`src/rtl/arith_pkg.sv`:
```
// Shared arithmetic definitions: slice width, FSM state type and
// an index-width helper for the serial subtractor.
package arith_pkg;

    localparam int SLICE_W = 4;

    typedef enum logic {
        IDLE = 1'b0,
        RUN  = 1'b1
    } state_t;

    // Width of a slice counter, never narrower than one bit.
    function automatic int idx_w(input int nslice);
        return (nslice <= 1) ? 1 : $clog2(nslice);
    endfunction

endpackage

```
`src/rtl/cla_slice4.sv`:
```
// 4-bit carry-lookahead adder slice, purely combinational.
// Ports: x_i, y_i addends; c0_i carry-in; s_o sum; c4_o carry-out.
module cla_slice4 (
    input  logic [3:0] x_i,
    input  logic [3:0] y_i,
    input  logic       c0_i,
    output logic [3:0] s_o,
    output logic       c4_o
);

    logic [3:0] g;
    logic [3:0] p;
    logic       c1;
    logic       c2;
    logic       c3;

    assign g = x_i & y_i;
    assign p = x_i ^ y_i;

    assign c1 = g[0]
              | (p[0] & c0_i);
    assign c2 = g[1]
              | (p[1] & g[0])
              | (p[1] & p[0] & c0_i);
    assign c3 = g[2]
              | (p[2] & g[1])
              | (p[2] & p[1] & g[0])
              | (p[2] & p[1] & p[0] & c0_i);
    assign c4_o = g[3]
                | (p[3] & g[2])
                | (p[3] & p[2] & g[1])
                | (p[3] & p[2] & p[1] & g[0])
                | (p[3] & p[2] & p[1] & p[0] & c0_i);

    assign s_o = p ^ {c3, c2, c1, c0_i};

endmodule

```
`src/rtl/nibble_serial_subtractor.sv`:
```
// Serial subtractor: diff = a - b - bin, one 4-bit slice per clock.
// Ports: clk, rst, start/a/b/bin in; busy, done, diff, bout, zero, ovf out.
module nibble_serial_subtractor
    import arith_pkg::*;
#(
    parameter int WIDTH = 16
) (
    input  logic             clk,
    input  logic             rst,
    input  logic             start,
    input  logic [WIDTH-1:0] a,
    input  logic [WIDTH-1:0] b,
    input  logic             bin,
    output logic             busy,
    output logic             done,
    output logic [WIDTH-1:0] diff,
    output logic             bout,
    output logic             zero,
    output logic             ovf
);

    localparam int NSLICE = WIDTH / SLICE_W;
    localparam int IW     = idx_w(NSLICE);
    localparam int BW     = IW + 2;
    localparam int MSB    = WIDTH - 1;
    localparam logic [IW-1:0] LAST = IW'(NSLICE - 1);

    state_t           state_q;
    logic [IW-1:0]    idx_q;
    logic [WIDTH-1:0] a_q;
    logic [WIDTH-1:0] b_q;
    logic             carry_q;
    logic [WIDTH-1:0] work_q;
    logic             done_q;
    logic [WIDTH-1:0] diff_q;
    logic             bout_q;
    logic             zero_q;
    logic             ovf_q;

    logic [BW-1:0]    base;
    logic [3:0]       x_s;
    logic [3:0]       y_s;
    logic [3:0]       s_s;
    logic             c4_s;
    logic [WIDTH-1:0] work_d;

    // Bit offset of the active slice (index times four).
    assign base = {idx_q, 2'b00};
    assign x_s  = a_q[base +: SLICE_W];
    // Subtraction as a + ~b + carry, carry seeded with ~bin.
    assign y_s  = ~b_q[base +: SLICE_W];

    cla_slice4 u_slice (
        .x_i  (x_s),
        .y_i  (y_s),
        .c0_i (carry_q),
        .s_o  (s_s),
        .c4_o (c4_s)
    );

    always_comb begin
        work_d = work_q;
        work_d[base +: SLICE_W] = s_s;
    end

    always_ff @(posedge clk or posedge rst) begin
        if (rst) begin
            state_q <= IDLE;
            idx_q   <= '0;
            a_q     <= '0;
            b_q     <= '0;
            carry_q <= 1'b0;
            work_q  <= '0;
            done_q  <= 1'b0;
            diff_q  <= '0;
            bout_q  <= 1'b0;
            zero_q  <= 1'b0;
            ovf_q   <= 1'b0;
        end else begin
            done_q <= 1'b0;
            unique case (state_q)
                IDLE: begin
                    if (start) begin
                        a_q     <= a;
                        b_q     <= b;
                        carry_q <= ~bin;
                        idx_q   <= '0;
                        work_q  <= '0;
                        state_q <= RUN;
                    end
                end
                RUN: begin
                    work_q  <= work_d;
                    carry_q <= c4_s;
                    idx_q   <= idx_q + IW'(1);
                    if (idx_q == LAST) begin
                        state_q <= IDLE;
                        done_q  <= 1'b1;
                        diff_q  <= work_d;
                        // No carry out of the top means a borrow.
                        bout_q  <= ~c4_s;
                        zero_q  <= (work_d == '0);
                        ovf_q   <= (a_q[MSB] != b_q[MSB])
                                && (work_d[MSB] != a_q[MSB]);
                    end
                end
                default: state_q <= IDLE;
            endcase
        end
    end

    assign busy = (state_q == RUN);
    assign done = done_q;
    assign diff = diff_q;
    assign bout = bout_q;
    assign zero = zero_q;
    assign ovf  = ovf_q;

endmodule
```
`config.mk`:
```
export PLATFORM = sky130hd
export DESIGN_NAME = nibble_serial_subtractor
export DESIGN_NICKNAME = d
export VERILOG_FILES = /design/src/rtl/arith_pkg.sv /design/src/rtl/cla_slice4.sv /design/src/rtl/nibble_serial_subtractor.sv
export SDC_FILE = /design/constraint.sdc
export NUM_CORES = 1
export LEC_CHECK = 0
export ABC_AREA = 1
export CAP_MARGIN = 5
export CORE_MARGIN = 3
export CORE_UTILIZATION = 53
export DETAILED_ROUTE_END_ITERATION = 12
export PLACE_DENSITY = 0.79
export SKIP_CTS_REPAIR_TIMING = 1
export SLEW_MARGIN = 20
export SYNTH_ARGS = -nofsm -noshare
export SYNTH_HDL_FRONTEND = slang
export SYNTH_SLANG_ARGS = --single-unit
export TNS_END_PERCENT = 30
```
`constraint.sdc`:
```
create_clock -name clk -period 3.3 [get_ports clk]
set_input_delay 0.495 -clock clk [delete_from_list [all_inputs] [get_ports clk]]
set_output_delay 0.495 -clock clk [all_outputs]
set_load 0.05 [all_outputs]
```
==> results of run 1 <==
## worst min path at each step
stage | from | slack, ns | depth (start not counted) | endpoint
after floorplan | a_q[11] | 0.44 | 2 | a_q[11]
after global placement | a_q[10] | 0.46 | 2 | a_q[10]
after detailed placement | b_q[9] | 0.46 | 2 | b_q[9]
after CTS | b_q[9] | 0.47 | 2 | b_q[9]
after global routing | b_q[7] | 0.49 | 2 | b_q[7]
final | b_q[9] | 0.47 | 2 | b_q[9]
## Yosys cell counts, types with 3 or more instances
cell type | instances | area share, %
a21oi_1 | 9 | 1.3
a22o_1 | 3 | 0.75
nand2_2 | 4 | 0.71
nor2_1 | 30 | 3.2
nand4_1 | 9 | 1.6
o22ai_1 | 9 | 1.6
buf_2 | 8 | 1.1
dfrtp_1 | 72 | 51
nand2_1 | 165 | 18
ha_1 | 10 | 3.6
nand3_1 | 17 | 2.4
o21ai_0 | 43 | 6.1
inv_1 | 45 | 4.8
clkbuf_1 | 8 | 0.85
## per-layer routing
metal,GRT usage [%],up-vias,part of all wire (%),routed length [um]
met5,0,-,0,0
met4,7.39,0,1.6,128
met3,5.39,12,5.6,439
met2,36.8,84,50,3960
met1,28.7,1408,42,3320
li1,-,1528,-,-
## registers in the layout (all words and copies together), names as in the netlist
signal and cells:
ovf 1, diff 16, work_q 16, zero 1
bout 1, done 1, busy 1, carry_q 1
b_q 16, a_q 16, idx_q 2
## through the flow
stage / power [mW] / cell area [um^2] / setup slack (ns) / util, %
6_report: 4.71 / 4300 / 0.602 / 67.3
5_1_grt: 5.13 / 4300 / 0.306 / 67.3
4_1_cts: 4.71 / 4300 / 0.601 / 67.3
3_5_place_dp: 4.12 / 4140 / 0.618 / 64.9
3_3_place_gp: 4.03 / 4140 / 0.773 / 64.9
2_1_floorplan: 3.40 / 3520 / 0.801 / -
## cell type report
type | count | share of cell area (%)
tap | 77 | 2.24
clock inverter | 4 | 0.524
multi-input combinational | 309 | 33.8
clock buffer | 11 | 3.06
inverter | 48 | 4.22
sequential | 72 | 41.9
timing repair buffer | 61 | 14.2
## cell families (layout without fill, tap and decap cells)
logic type,Yosys count,after routing,share of synthesized area [%]
fa+ha+maj,11,11,4.12
simple gates,226,226,25.7
compound gates,72,72,11.4
flops,72,72,51.2
buf+inv,66,124,7.57
## power groups by stage
stage / Combinational [mW] / Sequential, mW / Clock, mW
floorplan: 1.68 / 1.72 / 0
global placement: 2.57 / 1.46 / 0
detailed placement: 2.64 / 1.48 / 0
CTS: 2.66 / 1.46 / 0.594
global route: 3.00 / 1.50 / 0.628
finish: 2.66 / 1.46 / 0.579
## worst min-delay path, delay by kind of cell, from the launching register on
family / cells / cell delay (ns)
flip-flops: 1 / 0.34
AND/OR/NAND/NOR: 2 / 0.11
## cell usage in the layout (no fill, tap or decap), drive strengths merged, types with 10 or more instances in the layout
cell,instances
o21ai,45
nand3,17
nor2,30
inv,45
dfrtp,72
nand2,169
ha,10
clkdlybuf4s50,56
clkbuf,11
==> flow_metrics.env, run 1 <==
export IMPL_endpoint_kind="flop"
export IMPL_grt_ovfl_total=0
export IMPL_layout_drive_gt1_share_pct=4.95
export IMPL_timing_final_crit_period_ns=2.70
export IMPL_antenna_cells=0
export IMPL_ant_nets=0
export IMPL_clockBufferDepth=2
export IMPL_p_leak_nw=2.13
export IMPL_synth_avg_cell_area_um2=7.87
export IMPL_final_hold_violation_count=0
export IMPL_cp_required_ns=3.59
export IMPL_wl_per_cell_um=13.5
export IMPL_start_kind="flop"
export IMPL_die_w_um=87.5
export IMPL_min_path_type="flop to flop"
export IMPL_fin_worst_skew_ns=0.00771
export IMPL_stdcell_count=582
export IMPL_p_switching_mw=2.31
export IMPL_drt_total_wl_um=7850
export IMPL_cpLargestDelayFamily="simple AND/OR/NAND/NOR gates"
export IMPL_critPathMaxFanout=14
export IMPL_first_pass_iters=4
export IMPL_fin_crit_sh_pct=81.8
export IMPL_slew_viol_final=0
export IMPL_timing_slew_headroom_pct=52.4
export IMPL_pin_count=57
export IMPL_ys_warn_count=0
export IMPL_crit_cells=15
export IMPL_antenna_found_initial=0
export IMPL_drtIter0Drc=144
export IMPL_crit_path_end="zero"
export IMPL_path_cells="inv_1 > a21oi_1 > a32oi_1 > inv_1 > fa_1 > nor2_1 > nand3_1 > o21ai_0 > inv_1 > nand3_1 > nor2_1 > nand2_1 > nor2_1 > nand3_1 > nand2_1"
export IMPL_initial_core_util_pct=55.1
export IMPL_avgViaCountPerCell=5.21
export IMPL_r2r_setup_slack_ns=0.60
export IMPL_die_area_mm2=0.00765
export IMPL_htree_levels=3
export IMPL_cts_made_buffers=9
export IMPL_tns_ns=0
export IMPL_cpPeakStageDelay_ns=0.54
export IMPL_synth_seq_cells=72
export IMPL_slowest_stage="fa_1"
export IMPL_n_fill_cell=558
export IMPL_place_hpwl_um=5800
export IMPL_dp_cells=567
export IMPL_clkTransAtPathRegs_ns=0.07
export IMPL_hold_slack_ns=0.473
export IMPL_netlist_area_mm2=0.00352
export IMPL_worst_r2r_path_depth=15
export IMPL_status="completed"
export IMPL_clock_fmax_mhz=371
export IMPL_power_frac_seq_pct=31.1
export IMPL_layout_nets=548
export IMPL_rr_endpoint="zero"
export IMPL_grt_pass1_vias=2864
export IMPL_grt_max_degree=43
export IMPL_core_area_mm2=0.00639
export IMPL_synth_edf_count=0
export IMPL_cts_tree="yes"
export IMPL_multiInputGateArea_mm2=0.00145
export IMPL_power_frac_comb_pct=56.6
export IMPL_drv_cap=0
export IMPL_worstMarginPinSlew_ns=0.709
export IMPL_ir_worst_vdd_v=0.000612
export IMPL_power_frac_clock_pct=12.3
export IMPL_cp_startpoint="idx_q[1]"
export IMPL_vias=3032
export IMPL_power_density_mw_per_mm2=1100
export IMPL_r2r_start="idx_q[1]"
export IMPL_area_sequential_mm2=0.00180
export IMPL_portBuffers=56
export IMPL_rows=29
export IMPL_cts_root_buf="clkbuf_8"
export IMPL_cts_sinks=72
export IMPL_seq_area_frac_synth_pct=51.2
export IMPL_worst_path_buf_inv=3
export IMPL_syn_num_nets=494
export IMPL_setup_viol=0
export IMPL_async_flop_share_pct=100
export IMPL_rsz0062_at_grt="false"
export IMPL_intPower_mw=2.40
export IMPL_synth_distinct_cells=24
export IMPL_area_growth_pct=22.1
export IMPL_grt_use_total_pct=22.3
export IMPL_drc=0
export IMPL_ys_flop_type="dfrtp_1"
export IMPL_die_h_um=87.5
export IMPL_grt_pass1_wl_um=13200
export IMPL_switching_share_pct=49.0
export IMPL_clkLatencyLatePin_ns=0.35
export IMPL_gp_congestion=0.933
export IMPL_synthCells=447
export IMPL_worst_setup_path_type="flop to flop"
export IMPL_cp_data_arrival_time_ns=2.98
No activity file was read; power rests on OpenSTA's default activity.
==> run 2, diff against run 1 <==
CORE_UTILIZATION = 48   (was 53)
PLACE_DENSITY = 0.76   (was 0.79)
clock period = 2.3 ns   (was 3.3 ns; I/O delays follow)
==> run 2 against run 1 <==
The flow now finishes with violations (setup timing). Total power increased by 72%. Critical path type unchanged. Cell area grew 12%. Final cell count rose by 9.3%. Worst setup slack worse by 0.71 ns. Critical endpoint unchanged. Critical path depth is 1 higher. Clock-buffer cell count is the same. Via count increased by 6.3%. Worst hold slack worse by 0.072 ns.
==> flow_metrics.env, run 2 (synthesized netlist as in run 1, its figures left out) <==
export IMPL_status="finished with violations"
export IMPL_violations="setup timing"
export IMPL_avgViaCountPerCell=5.07
export IMPL_p_leak_nw=2.36
export IMPL_vias=3223
export IMPL_worst_setup_path_type="flop to flop"
export IMPL_clockBufferDepth=2
export IMPL_clkTransAtPathRegs_ns=0.08
export IMPL_r2r_setup_slack_ns=-0.11
export IMPL_cts_root_buf="clkbuf_8"
export IMPL_slowest_stage="fa_2"
export IMPL_min_path_type="primary input to async pin"
export IMPL_worst_path_buf_inv=4
export IMPL_cts_made_buffers=9
export IMPL_layout_drive_gt1_share_pct=18.5
export IMPL_drtIter0Drc=92
export IMPL_antenna_cells=0
export IMPL_critPathMaxFanout=9
export IMPL_clock_fmax_mhz=415
export IMPL_antenna_found_initial=0
export IMPL_drt_total_wl_um=8610
export IMPL_htree_levels=3
export IMPL_cts_sinks=72
export IMPL_first_pass_iters=4
export IMPL_fin_area_mm2=0.00483
export IMPL_timing_final_crit_period_ns=2.41
export IMPL_grt_ovfl_total=0
export IMPL_grt_pass1_vias=3203
export IMPL_setup_slack_ns=-0.108
export IMPL_start_kind="flop"
export IMPL_rows=30
export IMPL_endpoint_kind="flop"
export IMPL_area_growth_pct=37.1
export IMPL_cpLargestDelayFamily="simple AND/OR/NAND/NOR gates"
export IMPL_cpPeakStageDelay_ns=0.46
export IMPL_post_dp_cell_area_mm2=0.00440
export IMPL_die_area_mm2=0.00840
export IMPL_pre_cts_slack_ns=-0.0715
export IMPL_final_common_cell="nand2_1"
export IMPL_grt_pass1_wl_um=14200
export IMPL_die_h_um=91.6
export IMPL_fin_crit_sh_pct=105
export IMPL_cp_data_arrival_time_ns=2.65
export IMPL_layout_nets=582
export IMPL_worstMarginPinSlew_ns=0.582
export IMPL_cts_tree="yes"
export IMPL_drc=0
export IMPL_core_area_mm2=0.00694
export IMPL_drv_cap=0
export IMPL_ir_worst_vdd_v=0.000705
export IMPL_cp_required_ns=2.55
export IMPL_dp_cells=613
export IMPL_place_hpwl_um=6010
export IMPL_grt_use_total_pct=20.9
export IMPL_power_density_mw_per_mm2=1680
export IMPL_wl_per_cell_um=13.5
export IMPL_setup_viol=7
export IMPL_ant_nets=0
export IMPL_gp_congestion=0.879
export IMPL_path_cells="buf_12 > nor2_4 > inv_2 > a32oi_1 > buf_4 > fa_2 > nor2_4 > nand3_2 > o21ai_1 > inv_1 > nand3_1 > nor2_1 > nand2_1 > nor2_1 > nand3_1 > nand2_1"
export IMPL_initial_core_util_pct=50.7
export IMPL_clkLatencyLatePin_ns=0.35
export IMPL_rsz0062_at_grt="true"
export IMPL_n_fill_cell=564
export IMPL_timing_slew_headroom_pct=61.1
export IMPL_pin_count=57
export IMPL_slew_viol_final=0
export IMPL_die_w_um=91.6
export IMPL_layout_common_cells="nand2_1, dfrtp_1, clkdlybuf4s50_1, inv_1, buf_4"
export IMPL_portBuffers=56
export IMPL_final_hold_violation_count=0
export IMPL_stdcell_count=636
export IMPL_fin_worst_skew_ns=0.0138
export IMPL_grt_max_degree=73
run 2: path summary, 6_finish.rpt:
| kind | from | end | depth (start not counted) |
|---|---|---|---|
| max in group asynchronous | rst | idx_q[0] | 3 |
| setup / recovery | idx_q[0] | zero | 16 |
| min in group clk | a_q[9] | a_q[9] | 2 |
| setup reg to reg | idx_q[0] | zero | 16 |
| hold / removal | rst | work_q[2] | 3 |
| hold reg to reg | a_q[9] | a_q[9] | 2 |
run 2: area by class of cell:
class                   count  area [um^2]  area share (%)
well taps                  96          120            2.49
flip-flops and latches     72         1800            37.4
repair buffers             95          900            18.6
clock buffers              11          151            3.14
multi-input cells         309         1620            33.5
inverters                  48          181            3.76
clock inverters             5         53.8            1.11
run 2: stage by stage:
step / TNS, ns / total power, mW / hold WS, ns / utilization [%]
finish: -0.416 / 8.12 / 0.401 / 69.5
global route: -2.23 / 8.78 / 0.454 / 69.5
CTS: -0.300 / 7.43 / 0.420 / 66.3
detailed placement: -0.181 / 6.39 / 0.461 / 63.3
global placement: -0.0132 / 6.30 / 0.450 / 63.3
floorplan: -0.0490 / 4.96 / 0.437 / -
run 2: worst register-to-register path: cells and delay by family, from the launching register on:
kind | cells | cell delay (ns)
buf+inv | 4 | 0.42
compound gates | 2 | 0.30
flops | 1 | 0.44
fa+ha+maj | 1 | 0.47
simple gates | 9 | 0.68
run 2: power breakdown:
part	total, mW	internal [mW]	leakage [nW]	switching [mW]
Sequential	2.11	1.80	0.934	0.313
Clock	1.03	0.558	0.109	0.473
Combinational	4.98	1.96	1.32	3.01
run 2: per-layer routing:
metal	share of wire, %	track usage (%)
met1	42	25.1
met2	51	37.4
met3	4.8	3.36
met4	2.3	8.17
met5	0	0
==> run 3, diff against run 2 <==
CORE_ASPECT_RATIO = 1.2   (was unset)
==> run 3 against run 2 <==
The flow still finishes with violations (setup timing). Clock-buffer cell count grew 1. Flip-flop and latch count stayed put. Total power fell by 1.7%. First-iteration DRC count is 110% higher. Sequential power hardly changed. Global-route usage grew 0.78 points. Worst hold slack worse by 0.033 ns. Cell area down 2.0%. Critical path depth fell by 1. Die area hardly changed. Critical path type unchanged.
==> flow_metrics.env, run 3 (synthesized netlist as in run 1, its figures left out) <==
export IMPL_status="finished with violations"
export IMPL_violations="setup timing"
export IMPL_grt_use_total_pct=21.7
export IMPL_layout_nets=578
export IMPL_clkLatencyLatePin_ns=0.36
export IMPL_start_kind="flop"
export IMPL_grt_pass1_wl_um=14500
export IMPL_cts_tree="yes"
export IMPL_drv_cap=0
export IMPL_final_hold_violation_count=0
export IMPL_vias=3213
export IMPL_place_hpwl_um=6350
export IMPL_grt_ovfl_total=0
export IMPL_stdcell_count=623
export IMPL_clockBufferDepth=2
export IMPL_post_dp_cell_area_mm2=0.00437
export IMPL_area_growth_pct=34.4
export IMPL_antenna_found_initial=0
export IMPL_cp_startpoint="idx_q[0]"
export IMPL_gp_congestion=0.967
export IMPL_die_area_mm2=0.00840
export IMPL_ant_nets=0
export IMPL_wl_per_cell_um=14.1
export IMPL_pre_cts_slack_ns=-0.101
export IMPL_r2r_start="idx_q[0]"
export IMPL_fin_worst_skew_ns=0.00864
export IMPL_htree_levels=3
export IMPL_timing_slew_headroom_pct=65.7
export IMPL_drtIter0Drc=191
export IMPL_cts_root_buf="clkbuf_8"
export IMPL_drt_total_wl_um=8800
export IMPL_rows=33
export IMPL_cp_data_arrival_time_ns=2.68
export IMPL_design_power_total_mw=7.98
export IMPL_drc=0
export IMPL_critPathMaxFanout=5
export IMPL_worst_setup_path_type="flop to flop"
export IMPL_p_leak_nw=2.32
export IMPL_tns_ns=-0.172
export IMPL_dp_cells=603
export IMPL_worstMarginPinSlew_ns=0.515
export IMPL_endpoint_kind="flop"
export IMPL_die_w_um=84.2
export IMPL_setup_slack_ns=-0.0855
export IMPL_fin_area_mm2=0.00473
export IMPL_min_path_type="primary input to async pin"
export IMPL_pin_count=57
export IMPL_layout_common_cells="nand2_1, dfrtp_1, clkdlybuf4s50_1, inv_1, o21ai_0"
export IMPL_clock_fmax_mhz=419
export IMPL_portBuffers=56
export IMPL_first_pass_iters=4
export IMPL_grt_pass1_vias=3164
export IMPL_final_common_cell="nand2_1"
export IMPL_rsz0062_at_grt="true"
export IMPL_cp_required_ns=2.59
export IMPL_power_density_mw_per_mm2=1690
export IMPL_cts_made_buffers=9
export IMPL_clkTransAtPathRegs_ns=0.08
export IMPL_initial_core_util_pct=50.4
export IMPL_grt_max_degree=73
export IMPL_layout_drive_gt1_share_pct=14.9
export IMPL_die_h_um=99.8
export IMPL_cts_sinks=72
export IMPL_avgViaCountPerCell=5.16
export IMPL_setup_viol=5
export IMPL_hold_slack_ns=0.368
export IMPL_final_util_pct=67.8
export IMPL_core_area_mm2=0.00698
export IMPL_ir_worst_vdd_v=0.000934
export IMPL_slew_viol_final=0
export IMPL_antenna_cells=0
export IMPL_fin_crit_sh_pct=104
export IMPL_timing_final_crit_period_ns=2.39
[run 3: changes by cell type in the layout (fill, tap and decap cells not counted), moves of 4 or more]
cell / change
buf_4: -4
o21ai_0: +12
o21ai_1: -7
o21ai_2: -5
[run 3: final timing paths]
kind,depth (start not counted),endpoint,slack [ns]
worst max register to register,15,zero,-0.09
worst min register to register,2,a_q[9],0.48
worst min-delay path,3,diff[4],0.37
min in group clk,2,a_q[9],0.48
worst max-delay path,15,zero,-0.09
max in group asynchronous,3,idx_q[0],1.58
[run 3: per-layer routing]
layer	share of wire [%]	up-vias	track usage [%]
met2	51	99	38.3
met1	40	1487	25.0
li1	-	1592	-
met3	4.8	35	3.53
met5	0	-	0
met4	3.9	0	12.1
[run 3: critical path, stage by stage, from the launching register on]
cell,delay (ns)
dfrtp_2,0.45
nor2_2,0.12
inv_2,0.06
a32oi_4,0.25
inv_2,0.06
fa_1,0.55
nor2_2,0.06
nand3_1,0.07
o21ai_0,0.08
inv_1,0.09
nand3_1,0.08
nor2_1,0.14
nand2_1,0.08
nor2_2,0.10
nand3_1,0.08
nand2_1,0.06
[run 3: area by class of cell]
cell class | count | area (um^2)
multi-input cells | 309 | 1560
repair buffers | 91 | 841
well taps | 87 | 109
clock inverters | 4 | 75.1
clock buffers | 12 | 165
fillers | 565 | 2250
inverters | 48 | 181
flip-flops and latches | 72 | 1800
[run 3: where the power goes]
part	switching, mW	leakage [nW]	internal (mW)
combinational	2.84	1.27	1.82
sequential	0.340	0.934	1.80
clock	0.479	0.115	0.699
total	3.66	2.32	4.32
